==> src/rtl/stepper_pkg.sv <==
// Coil phase patterns, phase index lookup and fault codes shared by the
// stepper drive and its monitor.
package stepper_pkg;

    localparam logic [3:0] PH_0     = 4'b1000;
    localparam logic [3:0] PH_1     = 4'b0011;
    localparam logic [3:0] PH_2     = 4'b0010;
    localparam logic [3:0] PH_3     = 4'b0110;
    localparam logic [3:0] PH_4     = 4'b0100;
    localparam logic [3:0] PH_5     = 4'b1100;
    localparam logic [3:0] PH_6     = 4'b0001;
    localparam logic [3:0] PH_7     = 4'b1001;
    localparam logic [3:0] PAT_IDLE = 4'b0000;

    localparam logic [1:0] FC_NONE    = 2'b00;
    localparam logic [1:0] FC_ILLEGAL = 2'b01;
    localparam logic [1:0] FC_SKIP    = 2'b10;

    typedef enum logic [1:0] {
        PK_NONE,
        PK_IDLE,
        PK_LEGAL,
        PK_ILLEGAL
    } phase_kind_e;

    typedef struct packed {
        phase_kind_e kind;
        logic [2:0]  idx;
    } phase_t;

    localparam phase_t PHASE_NONE = '{kind: PK_NONE, idx: 3'd0};

    function automatic phase_t phase_lookup(input logic [3:0] pat);
        phase_t r;
        r.kind = PK_LEGAL;
        r.idx  = 3'd0;
        case (pat)
            PH_0:     r.idx = 3'd0;
            PH_1:     r.idx = 3'd1;
            PH_2:     r.idx = 3'd2;
            PH_3:     r.idx = 3'd3;
            PH_4:     r.idx = 3'd4;
            PH_5:     r.idx = 3'd5;
            PH_6:     r.idx = 3'd6;
            PH_7:     r.idx = 3'd7;
            PAT_IDLE: r.kind = PK_IDLE;
            default:  r.kind = PK_ILLEGAL;
        endcase
        return r;
    endfunction

endpackage

==> src/rtl/coil_phase_decoder_if.sv <==
// Coil bus monitor signals; step_period exists only with STEP_PERIOD_EN.
interface coil_phase_decoder_if #(
    parameter int POS_W = 16
`ifdef STEP_PERIOD_EN
    , parameter int PER_W = 20
`endif
);
    logic [3:0]              coils;
    logic                    en;
    logic                    fault_clr;
    logic                    step_valid;
    logic                    step_dir;
    logic                    step_half;
    logic signed [POS_W-1:0] position;
    logic                    idle;
    logic                    fault;
    logic [1:0]              fault_code;
`ifdef STEP_PERIOD_EN
    logic [PER_W-1:0]        step_period;

    modport master (
        output coils, en, fault_clr,
        input  step_valid, step_dir, step_half, position,
        input  idle, fault, fault_code, step_period
    );
    modport slave (
        input  coils, en, fault_clr,
        output step_valid, step_dir, step_half, position,
        output idle, fault, fault_code, step_period
    );
`else
    modport master (
        output coils, en, fault_clr,
        input  step_valid, step_dir, step_half, position,
        input  idle, fault, fault_code
    );
    modport slave (
        input  coils, en, fault_clr,
        output step_valid, step_dir, step_half, position,
        output idle, fault, fault_code
    );
`endif
endinterface

==> src/rtl/coil_phase_decoder_filter.sv <==
// Coil pattern synchroniser and stability filter; emits the accepted
// pattern with a one-cycle accept strobe.
module coil_filter #(
    parameter int STABLE_CYC = 4
) (
    input  logic       pulse,
    input  logic       reset,
    input  logic [3:0] coils,
    output logic [3:0] acc_pat,
    output logic       accept
);
    localparam int CW = $clog2(STABLE_CYC + 1);

    logic [3:0]    sync1_q, sync1_d;
    logic [3:0]    sync2_q, sync2_d;
    logic [3:0]    cand_q, cand_d;
    logic [3:0]    acc_q, acc_d;
    logic [CW-1:0] cnt_q, cnt_d;
    logic          accept_q, accept_d;

    always_comb begin
        sync1_d  = coils;
        sync2_d  = sync1_q;
        cand_d   = cand_q;
        cnt_d    = cnt_q;
        acc_d    = acc_q;
        accept_d = 1'b0;
        if (sync2_q != cand_q) begin
            cand_d = sync2_q;
            cnt_d  = CW'(1);
        end else if (cnt_q != CW'(STABLE_CYC)) begin
            cnt_d = cnt_q + 1'b1;
        end
        if (cnt_d == CW'(STABLE_CYC) && cand_d != acc_q) begin
            acc_d    = cand_d;
            accept_d = 1'b1;
        end
    end

    always_ff @(posedge pulse) begin
        if (reset) begin
            sync1_q  <= '0;
            sync2_q  <= '0;
            cand_q   <= '0;
            acc_q    <= '0;
            cnt_q    <= '0;
            accept_q <= 1'b0;
        end else begin
            sync1_q  <= sync1_d;
            sync2_q  <= sync2_d;
            cand_q   <= cand_d;
            acc_q    <= acc_d;
            cnt_q    <= cnt_d;
            accept_q <= accept_d;
        end
    end

    assign acc_pat = acc_q;
    assign accept  = accept_q;

endmodule

==> src/rtl/coil_phase_decoder.sv <==
// Stepper coil monitor: step decode, half-step position and fault flags.
// STEP_PERIOD_EN adds the step_period measurement.
module coil_phase_decoder
    import stepper_pkg::*;
#(
    parameter int POS_W      = 16,
    parameter int STABLE_CYC = 4
`ifdef STEP_PERIOD_EN
    , parameter int PER_W    = 20
`endif
) (
    input  logic                 pulse,
    input  logic                 reset,
    coil_phase_decoder_if.slave  bus
);
    logic [3:0]       acc_pat;
    logic             accept;
    phase_t           ph;
    phase_t           last_q, last_d;
    logic [2:0]       delta;
    logic             step_ev, fwd, two;
    logic             new_fault;
    logic [1:0]       new_code;
    logic [POS_W-1:0] amt;
    logic [POS_W-1:0] pos_q, pos_d;
    logic             valid_q, valid_d;
    logic             dir_q, dir_d;
    logic             half_q, half_d;
    logic             fault_q, fault_d;
    logic [1:0]       code_q, code_d;

    coil_filter #(.STABLE_CYC(STABLE_CYC)) u_filter (
        .pulse   (pulse),
        .reset   (reset),
        .coils   (bus.coils),
        .acc_pat (acc_pat),
        .accept  (accept)
    );

    assign ph    = phase_lookup(acc_pat);
    assign delta = ph.idx - last_q.idx;

    always_comb begin
        last_d    = last_q;
        step_ev   = 1'b0;
        fwd       = 1'b0;
        two       = 1'b0;
        new_fault = 1'b0;
        new_code  = FC_NONE;
        if (accept) begin
            unique case (ph.kind)
                PK_ILLEGAL: begin
                    new_fault = 1'b1;
                    new_code  = FC_ILLEGAL;
                    last_d    = PHASE_NONE;
                end
                PK_IDLE: last_d = ph;
                PK_LEGAL: begin
                    last_d = ph;
                    // Coming from NONE/IDLE only re-acquires the phase.
                    if (last_q.kind == PK_LEGAL) begin
                        unique case (delta)
                            3'd1: begin step_ev = 1'b1; fwd = 1'b1; end
                            3'd2: begin step_ev = 1'b1; fwd = 1'b1; two = 1'b1; end
                            3'd7: step_ev = 1'b1;
                            3'd6: begin step_ev = 1'b1; two = 1'b1; end
                            default: begin
                                new_fault = 1'b1;
                                new_code  = FC_SKIP;
                            end
                        endcase
                    end
                end
                default: ;
            endcase
        end
    end

    always_comb begin
        amt     = two ? POS_W'(2) : POS_W'(1);
        pos_d   = pos_q;
        valid_d = 1'b0;
        dir_d   = dir_q;
        half_d  = half_q;
        if (step_ev && bus.en) begin
            valid_d = 1'b1;
            dir_d   = fwd;
            half_d  = ~two;
            pos_d   = fwd ? pos_q + amt : pos_q - amt;
        end
        fault_d = fault_q;
        code_d  = code_q;
        // A new fault beats a simultaneous clear and records its own code.
        if (new_fault) begin
            fault_d = 1'b1;
            if (!fault_q || bus.fault_clr) code_d = new_code;
        end else if (bus.fault_clr) begin
            fault_d = 1'b0;
            code_d  = FC_NONE;
        end
    end

    always_ff @(posedge pulse) begin
        if (reset) begin
            last_q  <= PHASE_NONE;
            pos_q   <= '0;
            valid_q <= 1'b0;
            dir_q   <= 1'b0;
            half_q  <= 1'b0;
            fault_q <= 1'b0;
            code_q  <= FC_NONE;
        end else begin
            last_q  <= last_d;
            pos_q   <= pos_d;
            valid_q <= valid_d;
            dir_q   <= dir_d;
            half_q  <= half_d;
            fault_q <= fault_d;
            code_q  <= code_d;
        end
    end

    assign bus.step_valid = valid_q;
    assign bus.step_dir   = dir_q;
    assign bus.step_half  = half_q;
    assign bus.position   = pos_q;
    assign bus.idle       = (acc_pat == PAT_IDLE);
    assign bus.fault      = fault_q;
    assign bus.fault_code = code_q;

`ifdef STEP_PERIOD_EN
    logic [PER_W-1:0] per_cnt_q, per_cnt_d;
    logic [PER_W-1:0] per_q, per_d;
    logic             seen_q, seen_d;
    logic             idle_acc;

    assign idle_acc = accept && (ph.kind == PK_IDLE);

    always_comb begin
        per_cnt_d = (&per_cnt_q) ? per_cnt_q : per_cnt_q + 1'b1;
        per_d     = per_q;
        seen_d    = seen_q;
        if (valid_d) begin
            per_cnt_d = '0;
            seen_d    = 1'b1;
            if (seen_q) per_d = (&per_cnt_q) ? per_cnt_q : per_cnt_q + 1'b1;
        end
        if (idle_acc) begin
            per_cnt_d = '0;
            per_d     = '0;
            seen_d    = 1'b0;
        end
    end

    always_ff @(posedge pulse) begin
        if (reset) begin
            per_cnt_q <= '0;
            per_q     <= '0;
            seen_q    <= 1'b0;
        end else begin
            per_cnt_q <= per_cnt_d;
            per_q     <= per_d;
            seen_q    <= seen_d;
        end
    end

    assign bus.step_period = per_q;
`endif

endmodule

==> src/flat_wrapper.sv <==
// flat-port wrapper written by rule: the top's interface ports become plain ports
module coil_phase_decoder_flat import stepper_pkg::*;
#(
    parameter int POS_W      = 16,
    parameter int STABLE_CYC = 4

)
  (pulse, reset, bus_coils, bus_en, bus_fault_clr, bus_step_valid, bus_step_dir, bus_step_half, bus_position, bus_idle, bus_fault, bus_fault_code);
  coil_phase_decoder_if #(.POS_W(POS_W)) bus_i ();
  input  logic pulse;
  input  logic reset;
  input wire logic [$bits(bus_i.coils)-1:0] bus_coils;
  input wire logic [$bits(bus_i.en)-1:0] bus_en;
  input wire logic [$bits(bus_i.fault_clr)-1:0] bus_fault_clr;
  output wire logic [$bits(bus_i.step_valid)-1:0] bus_step_valid;
  output wire logic [$bits(bus_i.step_dir)-1:0] bus_step_dir;
  output wire logic [$bits(bus_i.step_half)-1:0] bus_step_half;
  output wire logic [$bits(bus_i.position)-1:0] bus_position;
  output wire logic [$bits(bus_i.idle)-1:0] bus_idle;
  output wire logic [$bits(bus_i.fault)-1:0] bus_fault;
  output wire logic [$bits(bus_i.fault_code)-1:0] bus_fault_code;
  assign bus_i.coils = bus_coils;
  assign bus_i.en = bus_en;
  assign bus_i.fault_clr = bus_fault_clr;
  assign bus_step_valid = bus_i.step_valid;
  assign bus_step_dir = bus_i.step_dir;
  assign bus_step_half = bus_i.step_half;
  assign bus_position = bus_i.position;
  assign bus_idle = bus_i.idle;
  assign bus_fault = bus_i.fault;
  assign bus_fault_code = bus_i.fault_code;
  coil_phase_decoder #(.POS_W(POS_W), .STABLE_CYC(STABLE_CYC)) u_core (.pulse(pulse), .reset(reset), .bus(bus_i));
endmodule
==> config.mk <==
export PLATFORM = sky130hd
export DESIGN_NAME = coil_phase_decoder_flat
export DESIGN_NICKNAME = d
export VERILOG_FILES = /design/src/rtl/stepper_pkg.sv /design/src/rtl/coil_phase_decoder_if.sv /design/src/rtl/coil_phase_decoder_filter.sv /design/src/rtl/coil_phase_decoder.sv /design/src/flat_wrapper.sv
export SDC_FILE = /design/constraint.sdc
export NUM_CORES = 1
export LEC_CHECK = 0
export ABC_AREA = 1
export ABC_CLOCK_PERIOD_IN_PS = 5970
export BUFFER_PORTS_ARGS = -buffer_cell sky130_fd_sc_hd__buf_2
export CAP_MARGIN = 10
export CORE_MARGIN = 5
export CORE_UTILIZATION = 50
export DETAILED_ROUTE_END_ITERATION = 10
export HOLD_SLACK_MARGIN = 0.12
export PLACE_DENSITY_LB_ADDON = 0.15
export SYNTH_ARGS = -nofsm -noshare
export SYNTH_HDL_FRONTEND = slang
export SYNTH_SLANG_ARGS = --single-unit
==> constraint.sdc <==
create_clock -name pulse -period 5.97 [get_ports pulse]
set_clock_uncertainty 0.15 [all_clocks]
set_input_delay 0.597 -clock pulse [delete_from_list [all_inputs] [get_ports pulse]]
set_output_delay 0.597 -clock pulse [all_outputs]
set_load 0.05 [all_outputs]
# Word level (Yosys, flattened, before mapping)
# Index checks and enable logic that the tools add are counted.
[op_classes]
addsub = 4
n_eq_ne = 21
n_mux = 35
n_bitwise = 1
reduce_logical = 14
[ops]
columns = ["op", "count"]
rows = [
  ["3-bit one-hot mux with 7 select lines", 1],
  ["1-bit two-way mux", 19],
  ["16-bit adder", 1],
  ["16-bit two-way mux", 1],
  ["16-bit subtractor", 1],
  ["2-bit two-way mux", 7],
  ["4-bit == test (second input constant)", 3],
  ["5-bit one-hot mux with 2 select lines", 1],
  ["3-bit == test (second input constant)", 3],
  ["4-bit by 2-bit == test with 1-bit output (second input constant)", 2],
  ["4-bit by 3-bit == test with 1-bit output (second input constant)", 2],
  ["4-bit inequality test", 2],
  ["2-bit one-hot mux with 2 select lines", 2],
  ["8-bit OR reduction", 1],
  ["2-bit == test (second input constant)", 3],
  ["3-bit two-way mux", 2],
  ["2-bit OR reduction", 3],
  ["4-bit by 1-bit == test with 1-bit output (second input constant)", 1],
  ["4-bit logical NOT", 1],
  ["4-bit two-way mux", 1],
  ["2-bit AND reduction", 2],
  ["2-bit nonzero test", 2],
  ["4-bit OR reduction", 1],
  ["3-bit by 1-bit adder with 3-bit output (second input constant)", 1],
  ["other kinds (11)", 12],
]
[totals]
ff_bits = 47
output_inout_bits = 23
wordCells = 89

# Logic depth before layout (Yosys ltp)
[logic_depth]
depth_word = 12
depth_mapped = 28

# By module
# A second synthesis with hierarchy kept.
[unflattened]
cells_unflattened = 425
area_unflattened_um2 = 2887.8
[by_module_without_submodules]
columns = ["mod", "n_inst", "cells_per_inst", "area_each_um2", "seq_area_each_um2"]
rows = [
  ["coil_phase_decoder", 1, 302, 1994.4, 540.5],
  ["coil_filter", 1, 123, 893.4, 400.4],
]

# Worst setup path after synthesis
# Ideal clock, no wire load.
[synth_path]
path_kind = "reg2reg"
startpoint = "reg u_core.u_filter.acc_q[0] (netlist: u_core.u_filter.acc_pat[0])"
endpoint = "reg u_core.pos_q[8] (netlist: u_core.bus.position[8])"
arrival_time_ns = 3.489
setup_slack_ns = 2.210
stages_incl_launch_ff = 19
n_path_buf = 1
path_cell_list = "dfxtp_1 buf_6 nor2_4 inv_1 nor2_1 inv_1 ha_1 nand3_1 inv_1 nand2_1 nor2_1 fa_1 o21ai_0 nand2_1 nand2_1 nand2_1 nand2_1 xnor2_1 a21oi_1"
[synth_rtl]
columns = ["item", "line", "text"]
rows = [
  ["from (decl)", "coil_phase_decoder_filter.sv:17", "logic [3:0] acc_q, acc_d;"],
  ["from (signal assigned)", "coil_phase_decoder_filter.sv:45", "acc_q <= '0;"],
  ["from (signal assigned)", "coil_phase_decoder_filter.sv:52", "acc_q <= acc_d;"],
  ["4-bit logical NOT *", "n/a", ""],
  ["named net bus_idle", "flat_wrapper.sv:19", "output wire logic [$bits(bus_i.idle)-1:0] bus_idle;"],
  ["2-bit one-hot mux with 2 select lines *", "stepper_pkg.sv:37", "case (pat)"],
  ["2-bit == test *", "coil_phase_decoder.sv:51", "unique case (ph.kind)"],
  ["1-bit two-way mux", "coil_phase_decoder.sv:51", ""],
  ["1-bit two-way mux", "coil_phase_decoder.sv:50", "if (accept) begin"],
  ["2-bit two-way mux", "coil_phase_decoder.sv:80", "amt = two ? POS_W'(2) : POS_W'(1);"],
  ["16-bit subtractor / 16-bit adder (equally long branches)", "coil_phase_decoder.sv:89", "pos_d = fwd ? pos_q + amt : pos_q - amt;"],
  ["16-bit two-way mux", "coil_phase_decoder.sv:89", ""],
  ["to (signal assigned)", "coil_phase_decoder.sv:114", "pos_q <= pos_d;"],
  ["to (decl)", "coil_phase_decoder.sv:25", "logic [POS_W-1:0] pos_q, pos_d;"],
]
# Mark *: on every way through the listed nets, which the timed path passes. The rest lies on a longest branch.
# A chain may end at the register's enable or synchronous reset.

# Final worst setup path
[layout_path]
startpoint = "reg u_core.u_filter.acc_q[2] (netlist: u_core.u_filter.acc_pat[2])"
endpoint = "reg u_core.pos_q[14] (netlist: u_core.bus.position[14])"
[layout_between]
elab_chain_len = 12
[layout_rtl]
columns = ["item", "line", "text"]
rows = [
  ["4-bit == test (tied with other cells)", "stepper_pkg.sv:37", ""],
  ["3-bit one-hot mux with 7 select lines", "stepper_pkg.sv:37", ""],
  ["3-bit subtractor", "coil_phase_decoder.sv:41", "assign delta = ph.idx - last_q.idx;"],
  ["3-bit by 2-bit == test with 1-bit output / 3-bit == test (equally long branches)", "coil_phase_decoder.sv:62", "unique case (delta)"],
  ["2-bit OR reduction (no source line)", "n/a", ""],
  ["1-bit two-way mux", "coil_phase_decoder.sv:62", ""],
  ["1-bit two-way mux", "coil_phase_decoder.sv:61", "if (last_q.kind == PK_LEGAL) begin"],
  ["1-bit two-way mux", "coil_phase_decoder.sv:51", ""],
  ["1-bit two-way mux", "coil_phase_decoder.sv:50", ""],
  ["2-bit two-way mux", "coil_phase_decoder.sv:80", ""],
  ["16-bit subtractor / 16-bit adder (equally long branches)", "coil_phase_decoder.sv:89", ""],
  ["16-bit two-way mux", "coil_phase_decoder.sv:89", ""],
]
# Several ways; a longest one is shown, not always the timed one.

==> summary.md <==
| Metric | Value |
|---|---|
| Status | `completed` |
| FP Rows | `27` |
| Count leader, synth | `nand2_1` |
| Worst-Margin Slew | `0.763 ns` |
| Synth Warn # | `0` |
| Starting Density | `51.6%` |
| WL final | `5730 um` |
| Sw Share | `22.9%` |
| Max Cap Viol | `0` |
| CP startpoint kind | `flop` |
| Critical Path RT | `6.06 ns` |
| Die Ht | `85.4 um` |
| CTS tree | `built` |
| Ys async rst share | `0%` |
| Crit share post-route | `72.4%` |
| RePlAce Congestion | `0.868` |
| Largest net degree at the start of global routing | `31` |
| Critical Path Sink Type | `flop` |
| Routed vias | `2456` |
| Clk pin slew, worst setup/hold paths | `0.09 ns` |
| Net Count, Synth | `434` |
| Mean Syn Cell Area | `7.05 sq um` |
| Drt pass-1 iters | `4` |
| Met2 wire len | `2510 um` |
| Uppermost routed layer | `met4` |
| Worst vdd ir | `161 uV` |
| Largest cells by area after synthesis | `dfxtp_1, nand2_1, ha_1` |
| Core area | `0.00551 sq mm` |
| Die area | `0.00729 sq mm` |
| Net count, final | `461` |
| Met1 wire length | `2930 um` |
| H-tree depth | `2` |
| Fin area | `0.00312 sq mm` |
| Switch Pwr | `0.139 mW` |
| Hold Vio Cnt, Final | `0` |
| Share of cells above drive strength 1 | `11.4%` |
| Clock buffer depth | `2` |
| Sum Neg Setup Slack | `0 ns` |
| Clock root cell | `clkbuf_8` |
| Post-synth top area cell | `dfxtp_1` |
| Post-synth EDFFs | `0` |
| Dpl hpwl | `4380 um` |
| Most common cell on crit path | `nand2_1` |
| CP max-delay cell | `dfxtp_1` |
| I/O pins | `31` |
| Area growth syn-to-layout | `9.86%` |
| Die width | `85.4 um` |
| Critical path start-end classification | `reg2reg` |
| Met3 routed WL | `229 um` |
| Post-synth cell types | `34` |
| Setup repair bufs after CTS | `0` |
| Max-slew violation count | `0` |
| Initial DRC Count | `104` |
| Post-synth top area share | `33.1%` |
| Port buffer count | `30` |
| # hold bufs at CTS | `0` |
| First-pass GRT wire length | `10300 um` |
| Ys flop type | `dfxtp_1` |
| DRC errors left | `0` |
| Delay of the slowest critical-path stage | `0.51 ns` |
| Worst slew margin | `49.1%` |
| Post-synthesis sequential area ratio | `33.1%` |
| # diodes | `0` |
| CTS Sinks | `47` |
| Leak | `1.68 nW` |
| Syn Std Cell Area | `0.00284 sq mm` |
| P_int | `0.468 mW` |
| Fin crit period | `4.32 ns` |
| Antenna violations before repair | `0` |
| Routed wire per std cell | `11.4 um` |
| Skew-Pair Late Insertion Delay | `0.30 ns` |
| Clock power share | `41.4%` |
| Pwr dens | `194 mW/mm^2` |
| Syn Inst Count | `403` |
| Fmax | `0.231 GHz` |
| TritonCTS buffer count | `5` |
| Worst EP arrival | `4.41 ns` |
| Combinational group share of total power | `5.5%` |
| Number of endpoints failing setup at the final stage | `0` |
| RSZ-0062 raised after global routing | `false` |
| Crit-path cells | `xor2_1, nand2_1, ha_1, inv_1, fa_1, nand2_1, inv_1, nor2_1, inv_1, nand3_1, inv_1, nand2_1, nor2_1, fa_1, o21ai_0, nand2_1, nand2_1, nand3_1, nand2_1, a21oi_1, a21oi_1` |
| Post-synth top cells | `nand2_1, inv_1, nor2_1, dfxtp_1, a21oi_1` |
| #FFs+latches synth | `47` |
| Post-CTS sizing | `0` |
| Hold Crit Class | `reg2reg` |
| Vias per Instance | `4.88` |
| Final antenna-violating net count | `0` |
| Dpl cell area | `0.00300 sq mm` |
| Sequential power share | `53.0%` |
| Maximum net fanout on the critical path | `15` |
| Vias in the first global route | `2384` |
| GRT Total Usage | `17.1%` |
| Global route total overflow | `0` |
[through the flow]
step | total power, mW | cells | hold WS (ns) | utilization (%) | setup WS (ns)
after global placement | 0.362 | 495 | 0.240 | 54.5 | 1.84
after global routing | 0.636 | 503 | 0.286 | 56.7 | 1.25
final | 0.607 | 503 | 0.254 | 56.7 | 1.65
after floorplan | 0.355 | 403 | 0.238 | - | 2.21
after detailed placement | 0.363 | 495 | 0.242 | 54.5 | 1.67
after CTS | 0.616 | 503 | 0.255 | 56.7 | 1.66
[cell type report]
cell class	instances	area [sq um]
inverter	61	231
timing repair buffer	30	150
sequential	47	941
clock inverter	2	38.8
clock buffer	6	82.6
multi-input combinational	285	1590
fill	539	2380
tap	72	90.1
[critical path, delay by kind of cell (launching register included)]
family,cells,cell delay [ns]
and+or+nand+nor,10,1.47
DFF,1,0.51
buffers and inverters,4,0.29
AOI/OAI and AO/OA,3,0.54
xor gates and xnor gates,1,0.22
adders and majority gates,3,1.08
[flip-flops by register name, indices dropped and copies added (netlist names), 2 cells and up]
signal	count
u_core.u_filter.sync2_q	4
u_core.u_filter.cand_q	4
u_core.bus.fault_code	2
u_core.u_filter.cnt_q	3
u_core.last_q	5
u_core.bus.position	16
u_core.u_filter.sync1_q	4
u_core.u_filter.acc_pat	4
[layer usage]
layer | track usage (%) | up-vias
li1 | - | 1331
met1 | 23.3 | 1080
met2 | 27.1 | 38
met3 | 3.30 | 7
met4 | 5.18 | 0
met5 | 0 | -
[cell families after synthesis]
| kind of cell | share of synthesized area [%] |
|---|---|
| simple gates | 26.9 |
| buf+inv | 11.0 |
| compound gates | 11.5 |
| flops | 33.1 |
| fa+ha+maj | 10.7 |
| xor+xnor | 6.78 |
[power by group through the flow]
stage	clock, mW	sequential, mW	combinational, mW
final	0.251	0.322	0.0335
after floorplan	0	0.331	0.0239
after global routing	0.274	0.323	0.0397
after global placement	0	0.329	0.0333
after detailed placement	0	0.329	0.0338
after CTS	0.260	0.322	0.0340
[cells in the final DEF, fill, tap and decap left out, drive strengths merged]
cell type / count
ha: 21
fa: 2
nand4: 2
nor4: 2
or2: 1
nand2: 84
a211oi: 1
bufinv: 1
nand3: 29
buf: 30
a21boi: 1
a31oi: 1
xnor2: 12
nor2: 54
xor2: 10
dfxtp: 47
nor3: 4
inv: 62
o21bai: 1
o21ai: 22
clkbuf: 6
a21o: 1
and2: 1
a21oi: 36
[path summary, 6_finish.rpt]
kind	from	endpoint	slack, ns	cells past startpoint
setup / recovery	u_core.u_filter.acc_pat[2]	u_core.bus.position[14]	1.65	21
hold / removal	u_core.u_filter.sync1_q[2]	u_core.u_filter.sync2_q[2]	0.25	2
setup reg to reg	u_core.u_filter.acc_pat[2]	u_core.bus.position[14]	1.65	21
hold reg to reg	u_core.u_filter.sync1_q[2]	u_core.u_filter.sync2_q[2]	0.25	2
(Power assumes the default switching activity.)
